--- src/rtl/modulo_entrada_ataque.sv ---
// ----------------------------------------------------------------------------
// modulo_entrada_ataque
//   Input-side controller for the attack phase. It debounces the two raw,
//   active-low player buttons and walks the player through line selection,
//   column selection and confirmation. The chosen coordinate is offered to
//   the attack-matrix writer over a valid/ready handshake.
//
//   Ports
//     clk                 system clock
//     clr                 asynchronous active-high reset
//     button_count        raw push-button, active-low, asynchronous
//     button_confirmation raw push-button, active-low, asynchronous
//     hh1[1:0]            game mode, 2'b10 = attack, anything else idles
//     shot_ready          writer accepts the coordinate
//     mdl[2:0]            selected line   0..N_LINES-1
//     mdc[2:0]            selected column 0..N_COLS-1
//     sel_field           0 = editing line, 1 = editing column
//     shot_valid          coordinate offered to the writer
//     busy                controller is out of IDLE
//     dup_err             one-cycle pulse on a rejected duplicate shot
//
//   Build option
//     SHOT_HISTORY_EN     keeps a map of fired cells and rejects repeats
//                         (without it dup_err is tied low)
// ----------------------------------------------------------------------------
module modulo_entrada_ataque #(
   parameter int DEB_CYCLES = 250000,
   parameter int DEB_W      = 18,
   parameter int N_LINES    = 7,
   parameter int N_COLS     = 5
) (
   input  logic       clk,
   input  logic       clr,
   input  logic       button_count,
   input  logic       button_confirmation,
   input  logic [1:0] hh1,
   input  logic       shot_ready,
   output logic [2:0] mdl,
   output logic [2:0] mdc,
   output logic       sel_field,
   output logic       shot_valid,
   output logic       busy,
   output logic       dup_err
);

   localparam logic [DEB_W-1:0] DEB_LAST = DEB_W'(DEB_CYCLES - 1);
   localparam logic [2:0]       L_LAST   = 3'(N_LINES - 1);
   localparam logic [2:0]       C_LAST   = 3'(N_COLS - 1);
   localparam logic [1:0]       MODE_ATK = 2'b10;
   localparam int               BTN_CNT  = 0;
   localparam int               BTN_CONF = 1;

   typedef enum logic [1:0] {IDLE, SEL_LINE, SEL_COL, PENDING} state_t;

   // ------------------------------------------------------------------------
   // Input conditioning: both buttons share one 2-FF synchronizer + debounce
   // datapath, indexed by BTN_CNT / BTN_CONF. Idle level of all stages is 1.
   // ------------------------------------------------------------------------
   logic [1:0]            raw;
   logic [1:0]            sync1_q, sync2_q;
   logic [1:0]            deb_q, deb_d;
   logic [1:0][DEB_W-1:0] cnt_q, cnt_d;
   logic [1:0]            press;

   assign raw = {button_confirmation, button_count};

   always_comb begin
      for (int b = 0; b < 2; b++) begin
         cnt_d[b] = '0;
         deb_d[b] = deb_q[b];
         press[b] = 1'b0;
         // Counter only runs while the synced level disagrees with the
         // accepted level; any agreement restarts the stability window.
         if (sync2_q[b] != deb_q[b]) begin
            if (cnt_q[b] == DEB_LAST) begin
               deb_d[b] = sync2_q[b];
               press[b] = ~sync2_q[b];   // only the 1->0 acceptance is an event
            end else begin
               cnt_d[b] = cnt_q[b] + 1'b1;
            end
         end
      end
   end

   always_ff @(posedge clk or posedge clr) begin
      if (clr) begin
         sync1_q <= '1;
         sync2_q <= '1;
         deb_q   <= '1;
         cnt_q   <= '0;
      end else begin
         sync1_q <= raw;
         sync2_q <= sync1_q;
         deb_q   <= deb_d;
         cnt_q   <= cnt_d;
      end
   end

   // Confirm wins a same-cycle tie; the count event is simply dropped.
   logic cnt_ev, conf_ev;
   assign conf_ev = press[BTN_CONF];
   assign cnt_ev  = press[BTN_CNT] & ~press[BTN_CONF];

   // ------------------------------------------------------------------------
   // Selection FSM with registered outputs
   // ------------------------------------------------------------------------
   state_t     state_q;
   logic [2:0] mdl_q, mdc_q;
   logic       sel_q, valid_q, busy_q;

`ifdef SHOT_HISTORY_EN
   localparam int MAP_W  = N_LINES * N_COLS;
   localparam int CELL_W = $clog2(MAP_W);

   logic [MAP_W-1:0]  fired_q;
   logic              dup_q;
   logic [CELL_W-1:0] cell;

   assign cell = CELL_W'(32'(mdl_q) * N_COLS + 32'(mdc_q));
`endif

   always_ff @(posedge clk or posedge clr) begin
      if (clr) begin
         state_q <= IDLE;
         mdl_q   <= '0;
         mdc_q   <= '0;
         sel_q   <= 1'b0;
         valid_q <= 1'b0;
         busy_q  <= 1'b0;
`ifdef SHOT_HISTORY_EN
         fired_q <= '0;
         dup_q   <= 1'b0;
`endif
      end else begin
`ifdef SHOT_HISTORY_EN
         dup_q <= 1'b0;
`endif
         if (hh1 != MODE_ATK) begin
            // Leaving attack mode abandons any offered shot.
            state_q <= IDLE;
            mdl_q   <= '0;
            mdc_q   <= '0;
            sel_q   <= 1'b0;
            valid_q <= 1'b0;
            busy_q  <= 1'b0;
`ifdef SHOT_HISTORY_EN
            fired_q <= '0;
`endif
         end else begin
            case (state_q)
               IDLE: begin
                  state_q <= SEL_LINE;
                  busy_q  <= 1'b1;
                  sel_q   <= 1'b0;
               end
               SEL_LINE: begin
                  if (conf_ev) begin
                     state_q <= SEL_COL;
                     sel_q   <= 1'b1;
                  end else if (cnt_ev) begin
                     mdl_q <= (mdl_q == L_LAST) ? 3'd0 : mdl_q + 3'd1;
                  end
               end
               SEL_COL: begin
                  if (conf_ev) begin
`ifdef SHOT_HISTORY_EN
                     if (fired_q[cell]) begin
                        dup_q <= 1'b1;
                     end else begin
                        state_q <= PENDING;
                        valid_q <= 1'b1;
                     end
`else
                     state_q <= PENDING;
                     valid_q <= 1'b1;
`endif
                  end else if (cnt_ev) begin
                     mdc_q <= (mdc_q == C_LAST) ? 3'd0 : mdc_q + 3'd1;
                  end
               end
               PENDING: begin
                  // Coordinates frozen, button events discarded; gating on
                  // valid_q means ready only counts once PENDING is visible.
                  if (valid_q && shot_ready) begin
                     state_q <= SEL_LINE;
                     mdl_q   <= '0;
                     mdc_q   <= '0;
                     sel_q   <= 1'b0;
                     valid_q <= 1'b0;
`ifdef SHOT_HISTORY_EN
                     fired_q[cell] <= 1'b1;
`endif
                  end
               end
               default: state_q <= IDLE;
            endcase
         end
      end
   end

   assign mdl        = mdl_q;
   assign mdc        = mdc_q;
   assign sel_field  = sel_q;
   assign shot_valid = valid_q;
   assign busy       = busy_q;
`ifdef SHOT_HISTORY_EN
   assign dup_err    = dup_q;
`else
   assign dup_err    = 1'b0;
`endif

endmodule

--- config.mk ---
export PLATFORM = sky130hd
export DESIGN_NAME = modulo_entrada_ataque
export DESIGN_NICKNAME = d
export VERILOG_FILES = /design/src/rtl/modulo_entrada_ataque.sv
export SDC_FILE = /design/constraint.sdc
export NUM_CORES = 1
export LEC_CHECK = 0
export ABC_AREA = 1
export BUFFER_PORTS_ARGS = -buffer_cell sky130_fd_sc_hd__buf_2
export CORE_ASPECT_RATIO = 1.4
export CORE_MARGIN = 2
export CORE_UTILIZATION = 50
export CTS_CLUSTER_SIZE = 8
export DETAILED_ROUTE_END_ITERATION = 10
export GPL_TIMING_DRIVEN = 1
export PLACE_DENSITY_LB_ADDON = 0.25
export SETUP_SLACK_MARGIN = 0.05
export SLEW_MARGIN = 20
export SYNTH_ARGS = -nofsm -noshare
export SYNTH_HDL_FRONTEND = slang
export SYNTH_SLANG_ARGS = --single-unit
export TNS_END_PERCENT = 30
--- constraint.sdc ---
create_clock -name clk -period 2 [get_ports clk]
set_input_delay 0 -clock clk [delete_from_list [all_inputs] [get_ports clk]]
set_output_delay 0 -clock clk [all_outputs]
set_load 0.005 [all_outputs]
==> impl_metrics.py, run 1 <==
metrics = {
    "outcome": {
        "run_status": "finished, final reports clean",
    },
    "synthesis": {
        "yosys_warnings": 0,
        "synth_commonest_cells": "78 x sky130_fd_sc_hd__nand2_1, 58 x sky130_fd_sc_hd__nor2_1, 51 x sky130_fd_sc_hd__inv_1",
        "flops_latches_synth": 53,
        "ys_top_cells_by_area": "sky130_fd_sc_hd__dfrtp_1 42%, sky130_fd_sc_hd__nand2_1 10%, sky130_fd_sc_hd__nor2_1 7.8%",
        "ys_dominant_reg_cell": "sky130_fd_sc_hd__dfrtp_1",
        "sequential_share_of_the_synthesized_area_pct": 47.8,
        "syn_area_um2": 2790,
        "mean_instance_size_in_the_synthesized_netlist_um2": 7.82,
        "mappedNetlistNets": 372,
        "post-synth-top-count-cell": "sky130_fd_sc_hd__nand2_1",
        "asyncSetResetFlopFracSynth_pct": 100,
        "syn_inst": 357,
        "synth_largest_type_area_fraction_pct": 42.1,
        "count_of_flip_flops_with_a_built_in_enable_after_synthesis": 0,
        "cell_accounting_for_the_most_synthesized_area": "sky130_fd_sc_hd__dfrtp_1",
        "distinct_cells_synth": 28,
    },
    "pwr": {
        "p_seq_share_pct": 57.4,
        "design_internal_power_w": 0.00152,
        "ir_drop_v": 0.000540,
        "combPwrFrac_pct": 7.1,
        "switching_power_share_of_the_total_pct": 22.3,
        "power_density_nw_per_um2": 635,
        "power.net_switching_w": 0.000437,
        "clock_power_share_pct": 35.5,
        "cellLeakagePower_nw": 1.46,
        "report.power.total_w": 0.00196,
    },
    "global_route": {
        "global_route.usage.met1_pct": 23.6,
        "grt_most_used_layer": "met2",
        "grt_antenna_before_repair": 0,
        "grt.met2_usage_pct": 34.8,
        "grt_use_met3_pct": 3.77,
        "global_route.overflow_total": 0,
        "grt_start_max_net_pins": 26,
        "grt_util_all_layers_pct": 19.9,
        "grt_first_pass_wirelength_mm": 9.63,
        "grt_pass1_vias": 2276,
    },
    "timing": {
        "period_share_pct": 80.6,
        "slew_limit_fails": 0,
        "worst_pin_slew_ps": 499,
        "hold_slack_ps": 40.8,
        "max_freq_ghz": 0.620,
        "setup_repair_after_global_routing_missed_its_margin": "no",
        "tns_ps": 0,
        "finalCriticalPeriod_ps": 1610,
        "final_setup_viols": 0,
        "max-slew-margin-rel_pct": 66.5,
        "final_hold_viol_count": 0,
        "fin_worst_skew_ps": 11.5,
    },
    "clock_tree": {
        "cts_root_buffer": "sky130_fd_sc_hd__clkbuf_8",
        "clock_tree_buf_depth": 2,
        "ctsResizeCount": 0,
        "clk-insertion-delay-late_ps": 300,
        "cts_tree": "yes",
        "cts_h_tree_depth": 2,
        "cts_setup_buffers": 0,
        "clock_transition_at_path_regs_ps": 90,
        "cts_made_buffers": 5,
        "tritoncts_num_sinks": 53,
    },
    "routing": {
        "wirelength_mm": 5.28,
        "vias_per_cell": 4.97,
        "number_of_nets_still_failing_antenna_checks_after_routing": 0,
        "route.detailed.wl_per_inst_um": 11.7,
        "drt_pre_antenna_iters": 4,
        "detail_route.drc_violations": 0,
        "drt-initial-drc-count": 84,
        "dr_total_vias": 2240,
    },
    "die": {
        "dieArea_um2": 6210,
        "chipHeight_um": 92.4,
        "floorplan.initialDensity_pct": 51.3,
        "die_w_um": 67.2,
        "placeableCoreArea_um2": 5450,
        "count_of_boundary_i_o_pins": 17,
        "row_count": 32,
    },
    "finish": {
        "num-nets-final": 397,
        "flow.area_growth_from_synthesis_pct": 10.8,
        "postLayoutCoreUtil_pct": 56.8,
        "fill_count": 533,
        "insertedDiodeCount": 0,
        "total_area_of_multi_input_combinational_cells_um2": 1250,
        "cell_area_after_layout_um2": 3090,
        "drive_above_1_share_pct": 11.2,
        "seq_area_um2": 1330,
    },
    "placed_design": {
        "place_congestion": 0.800,
        "place_area_um2": 2950,
        "dp_hpwl_mm": 4.12,
        "buffer_ports.inserted": 15,
    },
    "critical_path": {
        "critical_path_data_required_time_ps": 2180,
        "critical_path.endpoint_type": "flop",
        "ff2ff_setup_slack_ps": 390,
        "critical_path_arrival_ps": 1790,
        "setup.worst_path.start_class": "flop",
        "crit_path_category": "flop to flop",
        "crit_path_max_fanout": 4,
    },
    "run": {
        "maxCapViolCount": 0,
    },
    "worst_hold_path": {
        "holdCritPathClass": "primary input to flop",
    },
}
[worst max-delay path, cell delays in order (launching register included)]
cell	delay, ps
sky130_fd_sc_hd__dfrtp_1	380
sky130_fd_sc_hd__ha_1	190
sky130_fd_sc_hd__nand2_1	70
sky130_fd_sc_hd__nor2_1	80
sky130_fd_sc_hd__nand3_1	120
sky130_fd_sc_hd__nor2_1	300
sky130_fd_sc_hd__nand3_1	140
sky130_fd_sc_hd__xor2_1	170
sky130_fd_sc_hd__nor2_1	60
[cell type report]
type	instances	area share, %
clock buffers	6	2.35
clock inverters	2	1.13
inverters	51	6.19
multi-input cells	251	40.6
flip-flops and latches	53	43.1
well taps	68	2.75
repair buffers	20	3.89
[layout by cell type (no fill, tap or decap), types with 4 or more instances in the layout]
cell type	instances
sky130_fd_sc_hd__nand3_1	26
sky130_fd_sc_hd__a21oi_1	20
sky130_fd_sc_hd__nand2_1	78
sky130_fd_sc_hd__ha_1	8
sky130_fd_sc_hd__nor2_1	58
sky130_fd_sc_hd__o21ai_0	9
sky130_fd_sc_hd__clkbuf_8	5
sky130_fd_sc_hd__inv_1	50
sky130_fd_sc_hd__dfrtp_1	47
sky130_fd_sc_hd__xnor2_1	4
sky130_fd_sc_hd__nand4_1	8
sky130_fd_sc_hd__xor2_1	9
sky130_fd_sc_hd__nor3_1	11
sky130_fd_sc_hd__buf_2	15
sky130_fd_sc_hd__dfstp_2	6
[cells by family after synthesis]
family	after synthesis	synth area share, %
AOI/OAI and AO/OA	35	6.81
other	1	0.134
xor gates and xnor gates	13	4.08
adders and majority gates	8	3.59
buffers and inverters	53	7.31
and+or+nand+nor	194	30.3
DFF	53	47.8
[final timing paths]
path,from,end,depth (start not counted)
max,cnt_q[18],cnt_q[30],8
min,hh1[0],shot_valid,4
max reg2reg,cnt_q[18],cnt_q[30],8
min reg2reg,sync1_q[1],sync2_q[1],0
max in group asynchronous,clr,sync1_q[1],4
min in group asynchronous,clr,cnt_q[0],3
[flip-flops by register name, indices dropped and copies added (netlist names)]
| register | cells |
|---|---|
| busy | 1 |
| cnt_q | 36 |
| deb_q | 2 |
| mdc | 3 |
| mdl | 3 |
| sel_field | 1 |
| shot_valid | 1 |
| state_q | 2 |
| sync1_q | 2 |
| sync2_q | 2 |
[routing by layer]
metal | vias to the layer above | routed length [µm] | part of all wire (%)
li1 | 1176 | - | -
met1 | 1045 | 2320 | 44
met2 | 15 | 2800 | 53
met3 | 4 | 94 | 1.8
met4 | 0 | 68 | 1.3
met5 | - | 0 | 0
[power by group through the flow]
stage               Sequential [W]  Clock, W  Combinational (W)
global route               0.00113  0.000764           0.000166
detailed placement         0.00115         0           0.000139
floorplan                  0.00114         0          0.0000945
CTS                        0.00113  0.000729           0.000144
finish                     0.00113  0.000696           0.000140
global placement           0.00115         0           0.000135
[stage by stage]
step / instances / setup WS [ps]
6_report: 451 / 387
5_1_grt: 451 / 155
4_1_cts: 451 / 376
3_5_place_dp: 440 / 392
3_3_place_gp: 440 / 438
2_1_floorplan: 357 / 608
[timing repair]
item	CTS	global route
hold endpoints to repair	23	0
hold buffers	3	0
endpoints found under the setup margin	0	0
Power figures use the tool's default switching activity.
==> run 2, diff against run 1 <==
==> constraint.sdc (replaced) <==
create_clock -name clk -period 1.48 [get_ports clk]
set_input_delay 0 -clock clk [delete_from_list [all_inputs] [get_ports clk]]
set_output_delay 0 -clock clk [all_outputs]
set_load 0.005 [all_outputs]
==> run 2 against run 1 <==
Net effect: the run now ends with negative setup slack left; critical endpoint is now mdl[2]; fmax rose by 8.2%; cell area rose by 25%; highest routed layer unchanged; hold slack improved by 1.3 ps.
==> impl_metrics.py, run 2 (synthesized netlist as in run 1, its figures left out) <==
metrics = {
    "finish": {
        "flow.area_growth_from_synthesis_pct": 38.2,
        "fill_count": 439,
        "largest_register_ff_count": 36,
        "num-nets-final": 447,
        "largest-register": "cnt_q",
        "insertedDiodeCount": 0,
        "total_area_of_multi_input_combinational_cells_um2": 1580,
        "cell_area_after_layout_um2": 3860,
        "leading_cell_types_in_the_layout_fill_and_taps_excluded": "62 x sky130_fd_sc_hd__nand2_1, 46 x sky130_fd_sc_hd__nor2_1, 46 x sky130_fd_sc_hd__dfrtp_1, 46 x sky130_fd_sc_hd__buf_4, 44 x sky130_fd_sc_hd__inv_1",
        "final_common_cell": "sky130_fd_sc_hd__nand2_1",
        "layout.cells.non_filler": 501,
        "seq_area_um2": 1340,
        "drive_above_1_share_pct": 34.6,
    },
    "worst_hold_path": {
        "holdCritPathClass": "primary input to flop",
        "holdCritStartpoint": "hh1[0]",
    },
    "timing": {
        "setup_repair_after_global_routing_missed_its_margin": "yes",
        "max_freq_ghz": 0.671,
        "final_setup_viols": 7,
        "finalCriticalPeriod_ps": 1490,
        "fin_worst_skew_ps": 9.02,
        "finalWorstSetupSlack_ps": -9.99,
        "period_share_pct": 101,
        "slew_limit_fails": 0,
        "final_hold_viol_count": 0,
    },
    "die": {
        "row_count": 32,
        "floorplan.initialDensity_pct": 51.3,
        "count_of_boundary_i_o_pins": 17,
        "chipHeight_um": 92.4,
        "die_w_um": 67.2,
        "dieArea_um2": 6210,
        "placeableCoreArea_um2": 5450,
    },
    "outcome": {
        "failed_checks": "negative setup slack",
        "run_status": "finished with violations",
    },
    "critical_path": {
        "crit_path_max_fanout": 4,
        "timing.critical_path.from": "cnt_q[1]",
        "critical_path_data_required_time_ps": 1690,
        "crit_path_category": "flop to flop",
        "setup.worst_path.start_class": "flop",
        "critical_path_arrival_ps": 1700,
        "critical_path.endpoint_type": "flop",
        "reg_to_reg_startpoint": "cnt_q[1]",
    },
    "placed_design": {
        "place_inst": 475,
        "place_congestion": 0.844,
        "dp_hpwl_mm": 4.51,
        "place_area_um2": 3230,
        "buffer_ports.inserted": 15,
    },
    "routing": {
        "drt-initial-drc-count": 125,
        "dr_total_vias": 2569,
        "met1_routed_length_mm": 2.58,
        "route.detailed.wl_per_inst_um": 13.3,
        "detailroute.wirelength.met3_um": 101,
        "highest_layer": "met4",
        "number_of_nets_still_failing_antenna_checks_after_routing": 0,
        "drt_pre_antenna_iters": 4,
        "vias_per_cell": 5.13,
        "met2_wirelength_mm": 3.87,
        "detail_route.drc_violations": 0,
        "wirelength_mm": 6.68,
    },
    "clock_tree": {
        "cts_made_buffers": 5,
        "clock_transition_at_path_regs_ps": 100,
        "cts_root_buffer": "sky130_fd_sc_hd__clkbuf_8",
        "tritoncts_num_sinks": 53,
        "cts_tree": "yes",
        "clk-insertion-delay-late_ps": 310,
        "cts_h_tree_depth": 2,
        "clock_tree_buf_depth": 2,
    },
    "run": {
        "maxCapViolCount": 0,
    },
    "global_route": {
        "grt_pass1_vias": 2537,
        "grt_first_pass_wirelength_mm": 10.7,
        "grt_util_all_layers_pct": 22.4,
        "global_route.overflow_total": 0,
        "grt_antenna_before_repair": 0,
        "grt_start_max_net_pins": 26,
    },
    "pwr": {
        "cellLeakagePower_nw": 1.79,
        "ir_drop_v": 0.000627,
        "power_density_nw_per_um2": 772,
    },
}
[run 2: repair_timing]
action / 4_1_cts / 5_1_grt
gates resized for setup: 31 / 66
endpoints found under the setup margin: 35 / 41
hold buffers: 3 / 0
pin swaps: 13 / 27
buffers inserted: 5 / 11
endpoints found under the hold margin: 20 / 0
[run 2: worst max-delay path, cell delays in order, from the launching register on]
cell and delay, ps:
sky130_fd_sc_hd__dfrtp_1 410, sky130_fd_sc_hd__ha_4 170, sky130_fd_sc_hd__nand3_4 110, sky130_fd_sc_hd__nor2_4 130, sky130_fd_sc_hd__nand2_2 80, sky130_fd_sc_hd__nor2_2 140, sky130_fd_sc_hd__nand2_4 90, sky130_fd_sc_hd__nand2_4 100
sky130_fd_sc_hd__nand2_4 60, sky130_fd_sc_hd__nand2_1 60, sky130_fd_sc_hd__nand2_1 50
[run 2: per-stage QoR]
stage               power, W  setup TNS (ps)  util (%)  setup slack (ps)  hold WS, ps
CTS                  0.00296            -195      65.2             -32.5         42.2
detailed placement   0.00176            -617      59.3             -83.2         38.8
finish               0.00298           -53.0      70.9             -9.99         42.1
global placement     0.00175            -217      59.3             -43.5         32.6
floorplan            0.00167               0         -              87.7         4.48
global route         0.00311           -1730      70.9              -125         91.3
[run 2: worst paths after layout]
| path | to | depth (start not counted) | slack (ps) |
|---|---|---|---|
| setup / recovery | mdl[2] | 10 | -10 |
| hold / removal | sel_field | 4 | 40 |
| setup reg to reg | mdl[2] | 10 | -10 |
| hold reg to reg | sync2_q[1] | 0 | 360 |
| max in group asynchronous | deb_q[1] | 4 | 650 |
| min in group asynchronous | cnt_q[24] | 3 | 230 |
[run 2: cell type report]
type / instances / area share [%]
clock buffers: 5 / 1.78
clock inverters: 3 / 1.78
inverters: 51 / 5.09
multi-input cells: 251 / 40.9
flip-flops and latches: 53 / 34.6
well taps: 68 / 2.20
repair buffers: 70 / 13.7
[run 2: routing by layer]
layer  global-route usage, %  up-vias
met2                    41.3       32
met3                    3.52       11
met5                       0        -
met4                    8.33        0
li1                        -     1278
met1                    25.0     1248
[run 2: report_power, final]
part           internal (W)  total (W)  switching (W)
combinational      0.000117   0.000271       0.000154
clock              0.000681    0.00118       0.000498
sequential          0.00149    0.00153      0.0000405
==> run 3, diff against run 2 <==
--- a/config.mk
+++ b/config.mk
@@ -14,7 +14,6 @@
 export DETAILED_ROUTE_END_ITERATION = 10
 export GPL_TIMING_DRIVEN = 1
 export PLACE_DENSITY_LB_ADDON = 0.25
-export SETUP_SLACK_MARGIN = 0.05
 export SLEW_MARGIN = 20
 export SYNTH_ARGS = -nofsm -noshare
 export SYNTH_HDL_FRONTEND = slang
==> run 3 against run 2 <==
Net effect: the run still ends with negative setup slack left; critical path type unchanged; fmax shrank 1.1%; largest power group unchanged; clock-buffer cell count is the same; worst setup slack lost 17 ps; largest cell class unchanged.
==> impl_metrics.py, run 3 (synthesized netlist as in run 1, its figures left out) <==
metrics = {
    "global_route": {
        "grt_pass1_vias": 2510,
        "global_route.overflow_total": 0,
        "grt_first_pass_wirelength_mm": 10.5,
        "grt_start_max_net_pins": 26,
        "grt_util_all_layers_pct": 21.9,
        "grt_antenna_before_repair": 0,
    },
    "routing": {
        "dr_total_vias": 2541,
        "wirelength_mm": 6.46,
        "vias_per_cell": 5.08,
        "route.detailed.wl_per_inst_um": 12.9,
        "drt-initial-drc-count": 113,
        "number_of_nets_still_failing_antenna_checks_after_routing": 0,
        "drt_pre_antenna_iters": 4,
        "detail_route.drc_violations": 0,
    },
    "finish": {
        "largest-register": "cnt_q",
        "total_area_of_multi_input_combinational_cells_um2": 1480,
        "layout.cells.non_filler": 500,
        "leading_cell_types_in_the_layout_fill_and_taps_excluded": "67 x sky130_fd_sc_hd__nand2_1, 51 x sky130_fd_sc_hd__nor2_1, 47 x sky130_fd_sc_hd__dfrtp_1, 47 x sky130_fd_sc_hd__buf_4, 45 x sky130_fd_sc_hd__inv_1",
        "largest_register_ff_count": 36,
        "seq_area_um2": 1330,
        "final_common_cell": "sky130_fd_sc_hd__nand2_1",
        "postLayoutCoreUtil_pct": 68.7,
        "drive_above_1_share_pct": 30.8,
        "flow.area_growth_from_synthesis_pct": 34.0,
        "insertedDiodeCount": 0,
        "num-nets-final": 446,
        "fill_count": 465,
    },
    "clock_tree": {
        "cts_root_buffer": "sky130_fd_sc_hd__clkbuf_8",
        "cts_tree": "yes",
        "cts_h_tree_depth": 2,
        "clock_tree_buf_depth": 2,
        "cts_made_buffers": 5,
        "clock_transition_at_path_regs_ps": 100,
        "clk-insertion-delay-late_ps": 310,
        "tritoncts_num_sinks": 53,
    },
    "critical_path": {
        "worst_r2r_endpoint": "cnt_q[17]",
        "crit_path_max_fanout": 3,
        "ff2ff_setup_slack_ps": -30,
        "reg2regPathDepth": 9,
        "reg_to_reg_startpoint": "cnt_q[0]",
        "crit_path_category": "flop to flop",
        "setup.worst_path.start_class": "flop",
        "critical_path_arrival_ps": 1740,
        "timing.critical_path.from": "cnt_q[0]",
        "critical_path.endpoint_type": "flop",
        "critical_path_data_required_time_ps": 1710,
        "timing.critical_path.to": "cnt_q[17]",
    },
    "placed_design": {
        "buffer_ports.inserted": 15,
        "place_congestion": 0.844,
        "place_inst": 475,
        "dp_hpwl_mm": 4.51,
    },
    "outcome": {
        "run_status": "finished with violations",
        "failed_checks": "negative setup slack",
    },
    "timing": {
        "setup_repair_after_global_routing_missed_its_margin": "yes",
        "max_freq_ghz": 0.664,
        "tns_ps": -119,
        "slew_limit_fails": 0,
        "period_share_pct": 102,
        "finalCriticalPeriod_ps": 1510,
        "fin_worst_skew_ps": 9.27,
        "hold_slack_ps": 45.0,
        "final_setup_viols": 7,
        "final_hold_viol_count": 0,
        "finalWorstSetupSlack_ps": -27.1,
    },
    "pwr": {
        "cellLeakagePower_nw": 1.77,
        "ir_drop_v": 0.000634,
        "p_seq_share_pct": 51.7,
        "switching_power_share_of_the_total_pct": 22.8,
        "power.net_switching_w": 0.000674,
        "combPwrFrac_pct": 8.8,
        "clock_power_share_pct": 39.6,
        "design_internal_power_w": 0.00228,
        "power_density_nw_per_um2": 790,
        "report.power.total_w": 0.00296,
    },
    "die": {
        "count_of_boundary_i_o_pins": 17,
        "dieArea_um2": 6210,
        "placeableCoreArea_um2": 5450,
        "row_count": 32,
        "die_w_um": 67.2,
        "chipHeight_um": 92.4,
        "floorplan.initialDensity_pct": 51.3,
    },
    "run": {
        "maxCapViolCount": 0,
    },
    "worst_hold_path": {
        "holdCritPathClass": "primary input to flop",
    },
}
run 3: cell types whose count changed in the layout (fill, tap and decap cells not counted), moves of 2 or more:
cell,delta
sky130_fd_sc_hd__buf_6,-2
sky130_fd_sc_hd__nand2_1,+5
sky130_fd_sc_hd__nand2_4,-3
sky130_fd_sc_hd__nand3_1,+2
sky130_fd_sc_hd__nor2_1,+5
sky130_fd_sc_hd__nor2_2,-2
sky130_fd_sc_hd__nor2_4,-3
sky130_fd_sc_hd__o21ai_0,+2
run 3: metrics by stage:
step | worst slack (ps) | instance area, µm²
floorplan | 87.7 | 2790
global placement | -43.5 | 3230
detailed placement | -83.2 | 3230
CTS | -46.0 | 3480
global route | -157 | 3740
finish | -27.1 | 3740
run 3: area by class of cell:
class | instances | share of cell area [%]
clock buffer | 5 | 1.84
tap | 68 | 2.27
sequential | 53 | 35.7
clock inverter | 3 | 1.84
multi-input combinational | 251 | 39.5
inverter | 51 | 5.18
timing repair buffer | 69 | 13.7
run 3: how the worst min path moves through the flow:
stage,endpoint,start,slack [ps],cells after the start
after floorplan,sync1_q[0],button_count,4,0
after detailed placement,cnt_q[21],clr,40,2
after CTS,shot_valid,hh1[0],40,4
after global routing,shot_valid,hh1[0],90,4
final,sel_field,hh1[0],40,4
after global placement,cnt_q[21],clr,30,2
run 3: power groups by stage:
stage / sequential [W] / combinational, W / clock, W
6_report: 0.00153 / 0.000259 / 0.00117
5_1_grt: 0.00153 / 0.000296 / 0.00126
4_1_cts: 0.00152 / 0.000229 / 0.00120
3_5_place_dp: 0.00155 / 0.000212 / 0
3_3_place_gp: 0.00155 / 0.000205 / 0
2_1_floorplan: 0.00154 / 0.000128 / 0
run 3: repair_timing:
item | 4_1_cts | 5_1_grt
hold buffers | 3 | 0
endpoints found under the setup margin | 19 | 41
gates resized for setup | 23 | 43
buffers inserted | 0 | 14
pin swaps | 4 | 19
hold endpoints to repair | 20 | 0
run 3: metal layers:
layer / vias up / track usage (%) / routed length [µm]
li1: 1280 / - / -
met1: 1215 / 24.4 / 2570
met2: 36 / 39.9 / 3670
met3: 10 / 3.65 / 115
met4: 0 / 8.84 / 108
met5: - / 0 / 0
run 3: critical path: stages, from the launching register on:
cell	delay, ps
sky130_fd_sc_hd__dfrtp_1	430
sky130_fd_sc_hd__nand3_2	110
sky130_fd_sc_hd__inv_1	80
sky130_fd_sc_hd__nand4_1	140
sky130_fd_sc_hd__buf_4	180
sky130_fd_sc_hd__nor2_2	110
sky130_fd_sc_hd__nand2_1	90
sky130_fd_sc_hd__o21ai_1	130
sky130_fd_sc_hd__nand2_1	60
sky130_fd_sc_hd__nor2_1	100
